<file path="config.mk">
export PLATFORM = sky130hd
export DESIGN_NAME = fsm_run_timer_flat
export DESIGN_NICKNAME = d
export VERILOG_FILES = /design/src/rtl/fsm_pkg.sv /design/src/rtl/fsm_run_timer_if.sv /design/src/rtl/fsm_cycle_counter.sv /design/src/rtl/fsm_run_timer.sv /design/src/flat_wrapper.sv
export SDC_FILE = /design/constraint.sdc
export NUM_CORES = 1
export LEC_CHECK = 0
export CORE_MARGIN = 3
export CORE_UTILIZATION = 60
export CTS_CLUSTER_SIZE = 40
export DETAILED_ROUTE_END_ITERATION = 7
export DONT_BUFFER_PORTS = 1
export PLACE_DENSITY = 0.83
export SLEW_MARGIN = 40
export SYNTH_ARGS = -nofsm -noshare
export SYNTH_HDL_FRONTEND = slang
export SYNTH_SLANG_ARGS = --single-unit
</file>
<file path="constraint.sdc">
create_clock -name i_clock -period 3 [get_ports i_clock]
set_clock_uncertainty 0.1 [all_clocks]
set_input_delay 0.15 -clock i_clock [delete_from_list [all_inputs] [get_ports i_clock]]
set_output_delay 0.15 -clock i_clock [all_outputs]
set_load 0.01 [all_outputs]
</file>
<file path="src/rtl/fsm_pkg.sv">
// Shared FSM encodings for the sequencing blocks.
// State encodings are kept as plain 2-bit constants so they stay compatible with
// the older FSM blocks that also use this package.
package fsm_pkg;

   localparam int unsigned STATE_WIDTH = 2;

   localparam logic [1:0] STATE_IDLE = 2'b00;
   localparam logic [1:0] STATE_RUN  = 2'b01;
   localparam logic [1:0] STATE_DONE = 2'b10;

endpackage : fsm_pkg

</file>
<file path="src/rtl/fsm_run_timer_if.sv">
// Start/status bundle for fsm_run_timer.
// Optional macro FSM_ABORT_EN adds the i_abort / o_aborted pair.
interface fsm_run_timer_if #(
   parameter int unsigned CNT_WIDTH = 8
);

   logic                 i_isRun;
   logic [CNT_WIDTH-1:0] i_num_cnt;
   logic                 o_idle;
   logic                 o_running;
   logic                 o_done;
   logic [CNT_WIDTH-1:0] o_cnt_val;
`ifdef FSM_ABORT_EN
   logic                 i_abort;
   logic                 o_aborted;
`endif

   // Timer side: consumes the request, produces status
   modport slave (
`ifdef FSM_ABORT_EN
      input  i_abort,
      output o_aborted,
`endif
      input  i_isRun,
      input  i_num_cnt,
      output o_idle,
      output o_running,
      output o_done,
      output o_cnt_val
   );

   // Requester side: issues starts, observes status
   modport master (
`ifdef FSM_ABORT_EN
      output i_abort,
      input  o_aborted,
`endif
      output i_isRun,
      output i_num_cnt,
      input  o_idle,
      input  o_running,
      input  o_done,
      input  o_cnt_val
   );

endinterface : fsm_run_timer_if

</file>
<file path="src/rtl/fsm_cycle_counter.sv">
// Run-index counter: cleared on request, counts while enabled, flags the final index.
module fsm_cycle_counter #(
   parameter int unsigned CNT_WIDTH = 8
) (
   input  logic                 i_clock,
   input  logic                 i_reset_async_n,
   input  logic                 i_clr,
   input  logic                 i_en,
   input  logic [CNT_WIDTH-1:0] i_limit,
   output logic [CNT_WIDTH-1:0] o_cnt,
   output logic                 o_last_c
);

   logic [CNT_WIDTH-1:0] r_cnt;

   // Clear has priority; the owner clears on the exit edge so the count never wraps
   always_ff @(posedge i_clock or negedge i_reset_async_n) begin
      if (!i_reset_async_n) begin
         r_cnt <= '0;
      end else if (i_clr) begin
         r_cnt <= '0;
      end else if (i_en) begin
         r_cnt <= r_cnt + CNT_WIDTH'(1);
      end
   end

   assign o_cnt    = r_cnt;
   // Final index of the run; gated by enable so a zero limit outside RUN never fires
   assign o_last_c = i_en && (r_cnt == (i_limit - CNT_WIDTH'(1)));

endmodule : fsm_cycle_counter

</file>
<file path="src/rtl/fsm_run_timer.sv">
// IDLE/RUN/DONE sequencer: start -> busy for N cycles -> one-cycle done pulse.
// Optional macro FSM_ABORT_EN enables i_abort (RUN -> IDLE, one-cycle o_aborted).
// Status outputs come straight from flops; o_cnt_val is the run-index register.
module fsm_run_timer #(
   parameter int unsigned CNT_WIDTH   = 8,
   parameter int unsigned STATE_WIDTH = fsm_pkg::STATE_WIDTH
) (
   input  logic              i_clock,
   input  logic              i_reset_async_n,
   fsm_run_timer_if.slave    bus
);

   import fsm_pkg::*;

   logic [STATE_WIDTH-1:0] r_state;
   logic [STATE_WIDTH-1:0] w_state_next;
   logic [CNT_WIDTH-1:0]   r_num;
   logic [CNT_WIDTH-1:0]   w_cnt;
   logic                   w_accept;
   logic                   w_cnt_clr;
   logic                   w_cnt_en;
   logic                   w_last;
   logic                   r_idle;
   logic                   r_running;
   logic                   r_done;
`ifdef FSM_ABORT_EN
   logic                   w_abort_take;
   logic                   r_aborted;
`endif

   // State register
   always_ff @(posedge i_clock or negedge i_reset_async_n) begin
      if (!i_reset_async_n) begin
         r_state <= STATE_IDLE;
      end else begin
         r_state <= w_state_next;
      end
   end

   // Next-state and counter control
   always_comb begin
      w_state_next = r_state;
      w_accept     = 1'b0;
`ifdef FSM_ABORT_EN
      w_abort_take = 1'b0;
`endif
      case (r_state)
         STATE_IDLE: begin
            if (bus.i_isRun) begin
               w_accept     = 1'b1;
               w_state_next = (bus.i_num_cnt == '0) ? STATE_DONE : STATE_RUN;
            end
         end
         STATE_RUN: begin
`ifdef FSM_ABORT_EN
            if (bus.i_abort) begin
               w_abort_take = 1'b1;
               w_state_next = STATE_IDLE;
            end else
`endif
            if (w_last) begin
               w_state_next = STATE_DONE;
            end
         end
         STATE_DONE: begin
            w_state_next = STATE_IDLE;
         end
         default: begin
            w_state_next = STATE_IDLE;
         end
      endcase
      w_cnt_en  = (r_state == STATE_RUN);
      // Counter sits at zero whenever the next cycle is not a RUN cycle
      w_cnt_clr = (w_state_next != STATE_RUN);
   end

   // Run length latch; later i_num_cnt changes do not touch a run in progress
   always_ff @(posedge i_clock or negedge i_reset_async_n) begin
      if (!i_reset_async_n) begin
         r_num <= '0;
      end else if (w_accept) begin
         r_num <= bus.i_num_cnt;
      end
   end

   fsm_cycle_counter #(
      .CNT_WIDTH (CNT_WIDTH)
   ) u_cycle_counter (
      .i_clock         (i_clock),
      .i_reset_async_n (i_reset_async_n),
      .i_clr           (w_cnt_clr),
      .i_en            (w_cnt_en),
      .i_limit         (r_num),
      .o_cnt           (w_cnt),
      .o_last_c        (w_last)
   );

   // Status flops loaded from the next state so they track r_state cycle for cycle
   always_ff @(posedge i_clock or negedge i_reset_async_n) begin
      if (!i_reset_async_n) begin
         r_idle    <= 1'b1;
         r_running <= 1'b0;
         r_done    <= 1'b0;
      end else begin
         r_idle    <= (w_state_next == STATE_IDLE);
         r_running <= (w_state_next == STATE_RUN);
         r_done    <= (w_state_next == STATE_DONE);
      end
   end

`ifdef FSM_ABORT_EN
   // One-cycle abort flag covering the first IDLE cycle after an abort
   always_ff @(posedge i_clock or negedge i_reset_async_n) begin
      if (!i_reset_async_n) begin
         r_aborted <= 1'b0;
      end else begin
         r_aborted <= w_abort_take;
      end
   end

   assign bus.o_aborted = r_aborted;
`endif

   assign bus.o_idle    = r_idle;
   assign bus.o_running = r_running;
   assign bus.o_done    = r_done;
   assign bus.o_cnt_val = w_cnt;

endmodule : fsm_run_timer

</file>
<file path="src/flat_wrapper.sv">
// flat-port wrapper written by rule: the top's interface ports become plain ports
module fsm_run_timer_flat import fsm_pkg::*;
#(
   parameter int unsigned CNT_WIDTH   = 8,
   parameter int unsigned STATE_WIDTH = fsm_pkg::STATE_WIDTH
)
  (i_clock, i_reset_async_n, bus_i_isRun, bus_i_num_cnt, bus_o_idle, bus_o_running, bus_o_done, bus_o_cnt_val);
  fsm_run_timer_if #(.CNT_WIDTH(CNT_WIDTH)) bus_i ();
  input  logic i_clock;
  input  logic i_reset_async_n;
  input wire logic [$bits(bus_i.i_isRun)-1:0] bus_i_isRun;
  input wire logic [$bits(bus_i.i_num_cnt)-1:0] bus_i_num_cnt;
  output wire logic [$bits(bus_i.o_idle)-1:0] bus_o_idle;
  output wire logic [$bits(bus_i.o_running)-1:0] bus_o_running;
  output wire logic [$bits(bus_i.o_done)-1:0] bus_o_done;
  output wire logic [$bits(bus_i.o_cnt_val)-1:0] bus_o_cnt_val;
  assign bus_i.i_isRun = bus_i_isRun;
  assign bus_i.i_num_cnt = bus_i_num_cnt;
  assign bus_o_idle = bus_i.o_idle;
  assign bus_o_running = bus_i.o_running;
  assign bus_o_done = bus_i.o_done;
  assign bus_o_cnt_val = bus_i.o_cnt_val;
  fsm_run_timer #(.CNT_WIDTH(CNT_WIDTH), .STATE_WIDTH(STATE_WIDTH)) u_core (.i_clock(i_clock), .i_reset_async_n(i_reset_async_n), .bus(bus_i));
endmodule
</file>
Yosys cells after proc, flatten, opt, wreduce, memory -nomap -nowiden
Index checks and enable logic that the tools add are counted.
Storage, ports and cells
  flip-flop bits (word level): 21
  output and inout port bits: 11
  logic and storage cells: 26
Operators by class
  add/subtract/negate cells: 2
  eq/ne operators: 5
  mux-type cells: 8
  reduce and logical (&&, ||, !) cells: 5
Operators with widths (number)
  8-bit 2-to-1 mux: 2
  8-bit by 1-bit adder with 8-bit output (second input constant): 1
  8-bit == test: 1
  8-bit logical NOT: 1
  8-bit by 1-bit subtractor with 8-bit output (second input constant): 1
  2-bit 2-to-1 mux: 3
  2-bit by 1-bit == test with 1-bit output (second input constant): 2
  2-bit logical NOT: 2
  2-bit case mux with 2 select lines: 1
  2-bit == test (second input constant): 1
  1-bit 2-to-1 mux: 2
  2-bit by 1-bit != test with 1-bit output (second input constant): 1
  2-bit nonzero test: 1
  1-bit logical AND: 1

Logic depth before layout (Yosys ltp)
Gate-level depths: netlist of the first run.
  depth after elaboration: 7
  gate-level depth with buffers: 7
  gate-level depth less buffers: 7

By module
Synthesis of the first run repeated with hierarchy kept, for this count alone.
Unflattened totals
  cell total of the unflattened synthesis: 106
  area total of the unflattened synthesis: 1156.1 sq um
By module, submodules not included
  fsm_cycle_counter: times used 1, cells each 70, area each 615.6 sq um
  fsm_run_timer: times used 1, cells each 36, area each 540.5 sq um

Least setup slack after synthesis of the first run
No wires, ideal clock.
  kind: register to register
  from: reg u_core.r_num[0]
  to: reg u_core.u_cycle_counter.r_cnt[0] (netlist: u_core.u_cycle_counter.o_cnt[0])
  arrival time: 1.931 ns
  data required time: 2.764 ns
  setup slack: 0.833 ns
  cell stages (with the launch flop): 8
  path buffers: 0
  cells stage by stage: dfrtp_1 inv_1 ha_1 xor2_1 nand2_1 or4_4 o31ai_4 a21oi_1
Between the ends
  longest elaborated chain between the ends: 7
  elaborated cells between the ends (all ways): 8
  those cells by class: 1 x add/sub; 2 x eq/ne; 3 x mux; 2 x reduce/logical
RTL lines
  from (decl): line fsm_run_timer.sv:17  | logic [CNT_WIDTH-1:0] r_num;
  from (signal assigned): line fsm_run_timer.sv:82  | r_num <= bus.i_num_cnt;
  8-bit by 1-bit subtractor with 8-bit output *: line fsm_cycle_counter.sv:29  | assign o_last_c = i_en && (r_cnt == (i_limit - CNT_WIDTH'(1)));
  8-bit == test *: line fsm_cycle_counter.sv:29
  1-bit logical AND *: line fsm_cycle_counter.sv:29
  2-bit 2-to-1 mux *: line fsm_run_timer.sv:61  | if (w_last) begin
  2-bit case mux with 2 select lines *: line fsm_run_timer.sv:47  | case (r_state)
  2-bit by 1-bit != test with 1-bit output *: line fsm_run_timer.sv:74  | w_cnt_clr = (w_state_next != STATE_RUN);
  8-bit 2-to-1 mux / 2-bit nonzero test (equally long branches)
  to (signal assigned): line fsm_cycle_counter.sv:23  | r_cnt <= r_cnt + CNT_WIDTH'(1);
  to (decl): line fsm_cycle_counter.sv:14  | logic [CNT_WIDTH-1:0] r_cnt;
Mark *: on every way between the ends. The rest lies on a longest branch, timed or not.
A chain may end at the register's enable or synchronous reset.

Worst setup path in the final report of the first run
  from: reg u_core.r_num[0]
  to: reg u_core.u_cycle_counter.r_cnt[5] (netlist: u_core.u_cycle_counter.o_cnt[5])
The elaborated chain is that of the path after synthesis.

==> results of run 1 <==
## critical path: stages (launching register included)
cell	delay (ns)
dfrtp_1	0.44
inv_1	0.09
ha_1	0.30
xor2_1	0.15
nand2_1	0.07
or4_4	0.55
o31ai_4	0.43
a21oi_1	0.14
## Yosys cell counts, types with 2 or more instances
library cell / number
nand2_1: 12
a22o_1: 2
a21oi_1: 10
mux2_2: 5
nor4_1: 2
nor3_1: 2
dfrtp_1: 20
inv_1: 4
xor2_1: 9
ha_1: 2
o21ai_0: 3
nor2_1: 3
and4_1: 2
and3_1: 2
nand3_1: 4
xnor2_1: 6
## placed cells by master (no fill, tap or decap), types with 3 or more instances in the layout
master / n
xor2_1: 9
nor2_1: 3
mux2_2: 5
dlygate4sd3_1: 10
inv_1: 4
xnor2_1: 6
a21oi_1: 10
o21ai_0: 3
clkbuf_4: 3
dfrtp_1: 20
nand3_1: 4
nand2_1: 12
## layout make-up
type	instances	area (um2)	share of cell area
Tap cell	24	30.0	0.0236
Inverter	4	15.0	0.0118
Sequential cell	21	527	0.413
Multi-Input combinational cell	79	564	0.443
Timing Repair Buffer	12	113	0.0883
Clock buffer	4	26.3	0.0206
## worst min path at each step
stage | startpoint | endpoint | cells past startpoint
after floorplan | i_reset_async_n | u_core.bus.o_done | 0
after global placement | i_reset_async_n | u_core.r_num[3] | 0
after detailed placement | i_reset_async_n | u_core.r_num[3] | 0
after CTS | bus_i_num_cnt[2] | u_core.r_state[1] | 4
after global routing | bus_i_num_cnt[2] | u_core.bus.o_done | 4
final | bus_i_num_cnt[2] | u_core.bus.o_done | 4
## report_power, final
| group | switching [uW] | internal [uW] | total [uW] |
|---|---|---|---|
| clock network | 88.5 | 52.0 | 141 |
| logic | 266 | 252 | 519 |
| registers | 171 | 389 | 560 |
| total | 526 | 694 | 1220 |
## layer usage
metal	vias to the layer above	GRT usage	part of all wire
met5	-	0	0
li1	411	-	-
met1	417	0.269	0.41
met2	41	0.371	0.49
met3	2	0.0612	0.092
met4	0	0.0758	0.013
## logic make-up after synthesis
family	count (synthesis)	synth area share
xor gates and xnor gates	15	0.118
AOI/OAI and AO/OA	23	0.143
DFF	21	0.471
muxes	6	0.0593
buffers and inverters	6	0.0235
and+or+nand+nor	33	0.162
adders and majority gates	2	0.0224
## stage by stage
step / hold slack, ns / area [um2]
floorplan: -0.246 / 1120
detailed placement: -0.245 / 1140
CTS: 0.144 / 1270
finish: 0.147 / 1270
global route: 0.167 / 1270
global placement: -0.245 / 1140
## sequential cells by signal, summed over array words and instances (netlist names)
register	cells
u_core.bus.o_running	1
u_core.r_num	8
u_core.bus.o_done	1
u_core.bus.o_idle	1
u_core.u_cycle_counter.o_cnt	8
u_core.r_state	2
## what timing repair did
action / in CTS / in global routing
hold endpoints to repair: 30 / 20
setup buffers: 0 / 0
hold buffers: 10 / 1
==> summary.txt, run 1 <==
Yosys
  • EDFF count, synth: 0
  • Post-synthesis cell count: 106
  • Ys Warns: 0
  • Mapped Area: 1120 um2
  • Synth area leaders: dfrtp_1 45%, xor2_1 7.1%, mux2_2 5.0%
  • Asr flop ratio synth: 1.00
  • Yosys top cell by area: dfrtp_1
  • Synthesized Nets: 119
  • Post-synth top flop: dfrtp_1
  • Synth top area share: 0.448
  • Synthesized area per cell: 10.5 um2
  • Register area share after synthesis: 0.471
  • FF+latch count, synth: 21
  • Count of cell types in the netlist: 34

Final layout
  • Antenna Diode Count: 0
  • Area delta synth->final: 14.1%
  • # fillers: 110
  • Final Util: 0.783
  • Final net count: 134
  • Layout cell share with drive strength beyond 1: 0.133
  • Post-Layout Cell Count: 144

Route
  • Wire length per cell: 16.1 um
  • Via density: 6.05
  • Routed Antenna Nets: 0
  • Via count: 871
  • Routed WL: 2320 um
  • # DRC: 0
  • DRT Pass-1 Iters: 4
  • Initial detailed-routing violation count: 26

Worst setup path
  • Critical Path RT: 3.09 ns
  • Reg2Reg Setup Slack: 0.61 ns
  • Critical path arrival: 2.48 ns
  • Worst Setup End Kind: flop
  • Crit Path Max Fanout: 10
  • Setup Crit Path Kind: reg2reg
  • R2R cell count: 7
  • CP Launch Type: flop
  • Launch point of the worst path: u_core.r_num[0]
  • Setup crit end: u_core.u_cycle_counter.o_cnt[5]
  • Critical R2R Launch: u_core.r_num[0]
  • Worst r2r dst: u_core.u_cycle_counter.o_cnt[5]

GRT
  • Vias in the first global route: 893
  • Total grt overflow: 0
  • Initial antenna violation count: 0
  • First-pass GRT wire length: 4110 um
  • Pin count of the biggest net entering global routing: 22
  • GR Util All Layers: 0.221

Min path
  • HP Class: in2reg

Clocking
  • # resized after CTS: 0
  • CTS Sinks: 21
  • CTS tree: yes
  • CTS clock-pin slew for the worst setup and hold paths: 0.12 ns
  • H-tree levels: 1
  • CTS Root Buffer Type: clkbuf_4
  • CTS Buf Count: 3
  • Clock Latency Late Sink: 0.31 ns
  • Clk buf depth: 2

STA
  • Max-slew violations: 0
  • Setup tns final: 0 ns
  • Fmax: 0.418 GHz
  • Worst-margin pin slew: 0.473 ns
  • Final Hold Fails: 0
  • Final Setup Violations: 0
  • Final Critical Period: 2.39 ns
  • Worst setup margin: 0.610 ns
  • RSZ-0062 raised after global routing: no
  • Final worst path period share: 0.797
  • Slew headroom: 0.685

Floorplanning
  • Initial cell density of the core: 0.686
  • Row cnt: 14
  • Die Ht: 49.2 um
  • Die area: 2420 um2
  • Die X: 49.2 um
  • Core box area: 1630 um2
  • I/O pin cnt: 22

Pwr
  • Peak supply drop: 0.781 mV
  • Total power: 1220 uW
  • Cell Pwr Density: 957 nW/um2
  • Leak Pwr: 0.000549 uW

Place
  • GPL Wtd Cong: 0.841
  • PortBufs: 0
  • Worst setup slack after placement: 0.646 ns
  • Dpl hpwl: 1630 um
  • Placed instance count: 129

Status
  • Run status: finished clean

Flow run
  • Max Cap Viol: 0
Note: power is estimated with default switching activity, not from simulation.
==> run 2, diff against run 1 <==
--- a/config.mk
+++ b/config.mk
@@ -5,12 +5,13 @@
 export SDC_FILE = /design/constraint.sdc
 export NUM_CORES = 1
 export LEC_CHECK = 0
+export ABC_AREA = 1
 export CORE_MARGIN = 3
-export CORE_UTILIZATION = 60
+export CORE_UTILIZATION = 55
 export CTS_CLUSTER_SIZE = 40
 export DETAILED_ROUTE_END_ITERATION = 7
 export DONT_BUFFER_PORTS = 1
-export PLACE_DENSITY = 0.83
+export PLACE_DENSITY = 0.8
 export SLEW_MARGIN = 40
 export SYNTH_ARGS = -nofsm -noshare
 export SYNTH_HDL_FRONTEND = slang
==> constraint.sdc (replaced) <==
create_clock -name i_clock -period 2.1 [get_ports i_clock]
set_clock_uncertainty 0.1 [all_clocks]
set_input_delay 0.105 -clock i_clock [delete_from_list [all_inputs] [get_ports i_clock]]
set_output_delay 0.105 -clock i_clock [all_outputs]
set_load 0.01 [all_outputs]
==> run 2 against run 1 <==
  * Flip-flop and latch count unchanged
  * Cell area is 14% higher
  * Hold slack lost 0.096 ns
  * Synthesized area up 15%
  * Sequential share of layout area shrank 5.1 points
  * Sequential power rose by 31%
  * Wire length is 11% higher
  * Clock power is 33% higher
  * Die area increased by 22%
  * Global-route usage shrank 1.3 points
  * Largest power group is now combinational cells
  * Critical endpoint is now u_core.bus.o_running
==> summary.txt, run 2 <==
STA
  • Max-slew violations: 0 (unchanged)
  • RSZ-0062 raised after global routing: no (unchanged)
  • Hold slack: 0.0517 ns (was 0.147 ns)
  • Final Critical Period: 1.90 ns (was 2.39 ns)
  • Fmax: 0.527 GHz (was 0.418 GHz)
  • Final Setup Violations: 0 (unchanged)
  • Final Hold Fails: 0 (unchanged)
  • Final worst path period share: 0.904 (was 0.797)
  • Slew headroom: 0.691 (was 0.685)
  • Worst-margin pin slew: 0.463 ns (was 0.473 ns)
  • Setup tns final: 0 ns (unchanged)

Yosys
  • Ys Warns: 0 (unchanged)
  • Synth area leaders: dfrtp_1 39%, nand2_1 16%, inv_1 7.0% (was dfrtp_1 45%, xor2_1 7.1%, mux2_2 5.0%)
  • Count of cell types in the netlist: 22 (was 34)
  • Post-synth top flop: dfrtp_1 (unchanged)
  • Mapped Area: 1280 um2 (was 1120 um2)
  • Count leader, synth: nand2_1 (was dfrtp_1)
  • Synthesized Nets: 183 (was 119)
  • Synthesized area per cell: 7.53 um2 (was 10.5 um2)
  • Synth cell count leaders: 55 x nand2_1, 24 x inv_1, 20 x dfrtp_1, 11 x nand3_1, 11 x o21ai_0 (was 20 x dfrtp_1, 12 x nand2_1, 10 x a21oi_1, 9 x xor2_1, 6 x xnor2_1)
  • EDFF count, synth: 0 (unchanged)
  • FF+latch count, synth: 21 (unchanged)
  • Synth top area share: 0.391 (was 0.448)
  • Post-synthesis cell count: 170 (was 106)
  • Asr flop ratio synth: 1.00 (unchanged)
  • Yosys top cell by area: dfrtp_1 (unchanged)
  • Register area share after synthesis: 0.412 (was 0.471)

Route
  • Routed Antenna Nets: 0 (unchanged)
  • Wire length per cell: 12.1 um (was 16.1 um)
  • DRT Pass-1 Iters: 4 (unchanged)
  • Initial detailed-routing violation count: 12 (was 26)
  • Via density: 5.15 (was 6.05)
  • Routed WL: 2590 um (was 2320 um)
  • Via count: 1098 (was 871)
  • # DRC: 0 (unchanged)

Place
  • PortBufs: 0 (unchanged)
  • GPL Wtd Cong: 0.849 (was 0.841)
  • Dpl hpwl: 1940 um (was 1630 um)

GRT
  • Vias in the first global route: 1044 (was 893)
  • Pin count of the biggest net entering global routing: 22 (unchanged)
  • Initial antenna violation count: 0 (unchanged)
  • GR Util All Layers: 0.207 (was 0.221)
  • Total grt overflow: 0 (unchanged)
  • First-pass GRT wire length: 4350 um (was 4110 um)

Status
  • Run status: finished clean (unchanged)

Floorplanning
  • Die Ht: 54.2 um (was 49.2 um)
  • Core box area: 2080 um2 (was 1630 um2)
  • I/O pin cnt: 22 (unchanged)
  • Die X: 54.2 um (was 49.2 um)
  • Row cnt: 16 (was 14)
  • Die area: 2940 um2 (was 2420 um2)
  • Initial cell density of the core: 0.615 (was 0.686)

Final layout
  • Layout cell share with drive strength beyond 1: 0.183 (was 0.133)
  • # fillers: 171 (was 110)
  • Commonest non-fill, non-tap cells in the layout: 55 x nand2_1, 24 x inv_1, 20 x dfrtp_1, 11 x nand3_1, 11 x o21ai_0 (was 20 x dfrtp_1, 12 x nand2_1, 10 x a21oi_1, 10 x dlygate4sd3_1, 9 x xor2_1)
  • Antenna Diode Count: 0 (unchanged)
  • Commonest non-fill, non-tap cell in the layout: nand2_1 (was dfrtp_1)
  • Area delta synth->final: 13.7% (was 14.1%)
  • Final net count: 200 (was 134)

Worst setup path
  • Crit Path Max Fanout: 10 (unchanged)
  • Critical path arrival: 1.98 ns (was 2.48 ns)
  • Worst Setup End Kind: flop (unchanged)
  • Setup Crit Path Kind: reg2reg (unchanged)
  • CP Launch Type: flop (unchanged)
  • Critical Path RT: 2.19 ns (was 3.09 ns)

Clocking
  • Clock Latency Late Sink: 0.30 ns (was 0.31 ns)
  • # resized after CTS: 0 (unchanged)
  • Clk buf depth: 2 (unchanged)
  • CTS tree: yes (unchanged)
  • CTS Sinks: 21 (unchanged)
  • CTS Buf Count: 3 (unchanged)
  • CTS clock-pin slew for the worst setup and hold paths: 0.11 ns (was 0.12 ns)
  • H-tree levels: 1 (unchanged)
  • CTS Root Buffer Type: clkbuf_4 (unchanged)

Min path
  • HP Class: in2reg (unchanged)

Flow run
  • Max Cap Viol: 0 (unchanged)

Pwr
  • Peak supply drop: 0.812 mV (was 0.781 mV)
  • Leak Pwr: 0.000732 uW (was 0.000549 uW)
  • Cell Pwr Density: 1240 nW/um2 (was 957 nW/um2)
## run 2: routing by layer
metal / track usage / wire length, um
met1: 0.236 / 1090
met2: 0.363 / 1290
met3: 0.0490 / 133
met4: 0.0996 / 65
met5: 0 / 0
## run 2: final timing paths
kind,start,to,slack [ns],cells past startpoint
worst max-delay path,u_core.r_num[0],u_core.bus.o_running,0.20,11
max in group asynchronous,i_reset_async_n,u_core.bus.o_idle,1.39,2
worst min register to register,u_core.r_state[0],u_core.bus.o_idle,0.41,1
min in group asynchronous,i_reset_async_n,u_core.r_num[7],0.17,2
worst max register to register,u_core.r_num[0],u_core.bus.o_running,0.20,11
worst min-delay path,bus_i_isRun,u_core.bus.o_done,0.05,3
## run 2: worst max-delay path, cell delays in order (launching register included)
cell and delay [ns]:
dfrtp_1 0.42, inv_2 0.09, ha_1 0.23, nand2_2 0.09, nor2_1 0.14, nand3_1 0.11, nand3_1 0.09, nand2_1 0.08
nor2_2 0.12, nand2_2 0.08, nand2_4 0.15, nand2_1 0.07
## run 2: cell families (layout without fill, tap and decap cells)
kind of cell    after synthesis  after routing  share of synthesized area
buf+inv                      28             44                     0.0831
flops                        21             21                      0.412
fa+ha+maj                     2              2                     0.0195
simple gates                 94             94                      0.347
xor+xnor                      6              6                     0.0411
compound gates               19             19                     0.0978
## run 2: cell type report
class | instances | area, um2 | area share
Tap cell | 27 | 33.8 | 0.0232
Sequential cell | 21 | 527 | 0.362
Inverter | 27 | 101 | 0.0696
Timing Repair Buffer | 13 | 120 | 0.0825
Clock buffer | 4 | 26.3 | 0.0181
Multi-Input combinational cell | 121 | 647 | 0.445
## run 2: power by group
group	internal, uW	switching [uW]
sequential	545	191
combinational	336	546
clock	74.2	113
total	955	851
## run 2: timing repair
action	CTS	global route
hold buffers	10	1
hold endpoints to repair	31	20
setup buffers	0	0
## run 2: stage by stage
stage	std cells	setup WS, ns	power [uW]	instance area (um2)	utilization
finish	213	0.202	1810	1460	0.699
global route	213	0.0390	1990	1460	0.699
CTS	212	0.227	1820	1450	0.697
detailed placement	198	0.269	1600	1320	0.636
global placement	198	0.318	1570	1320	0.636
floorplan	170	0.451	1420	1280	-
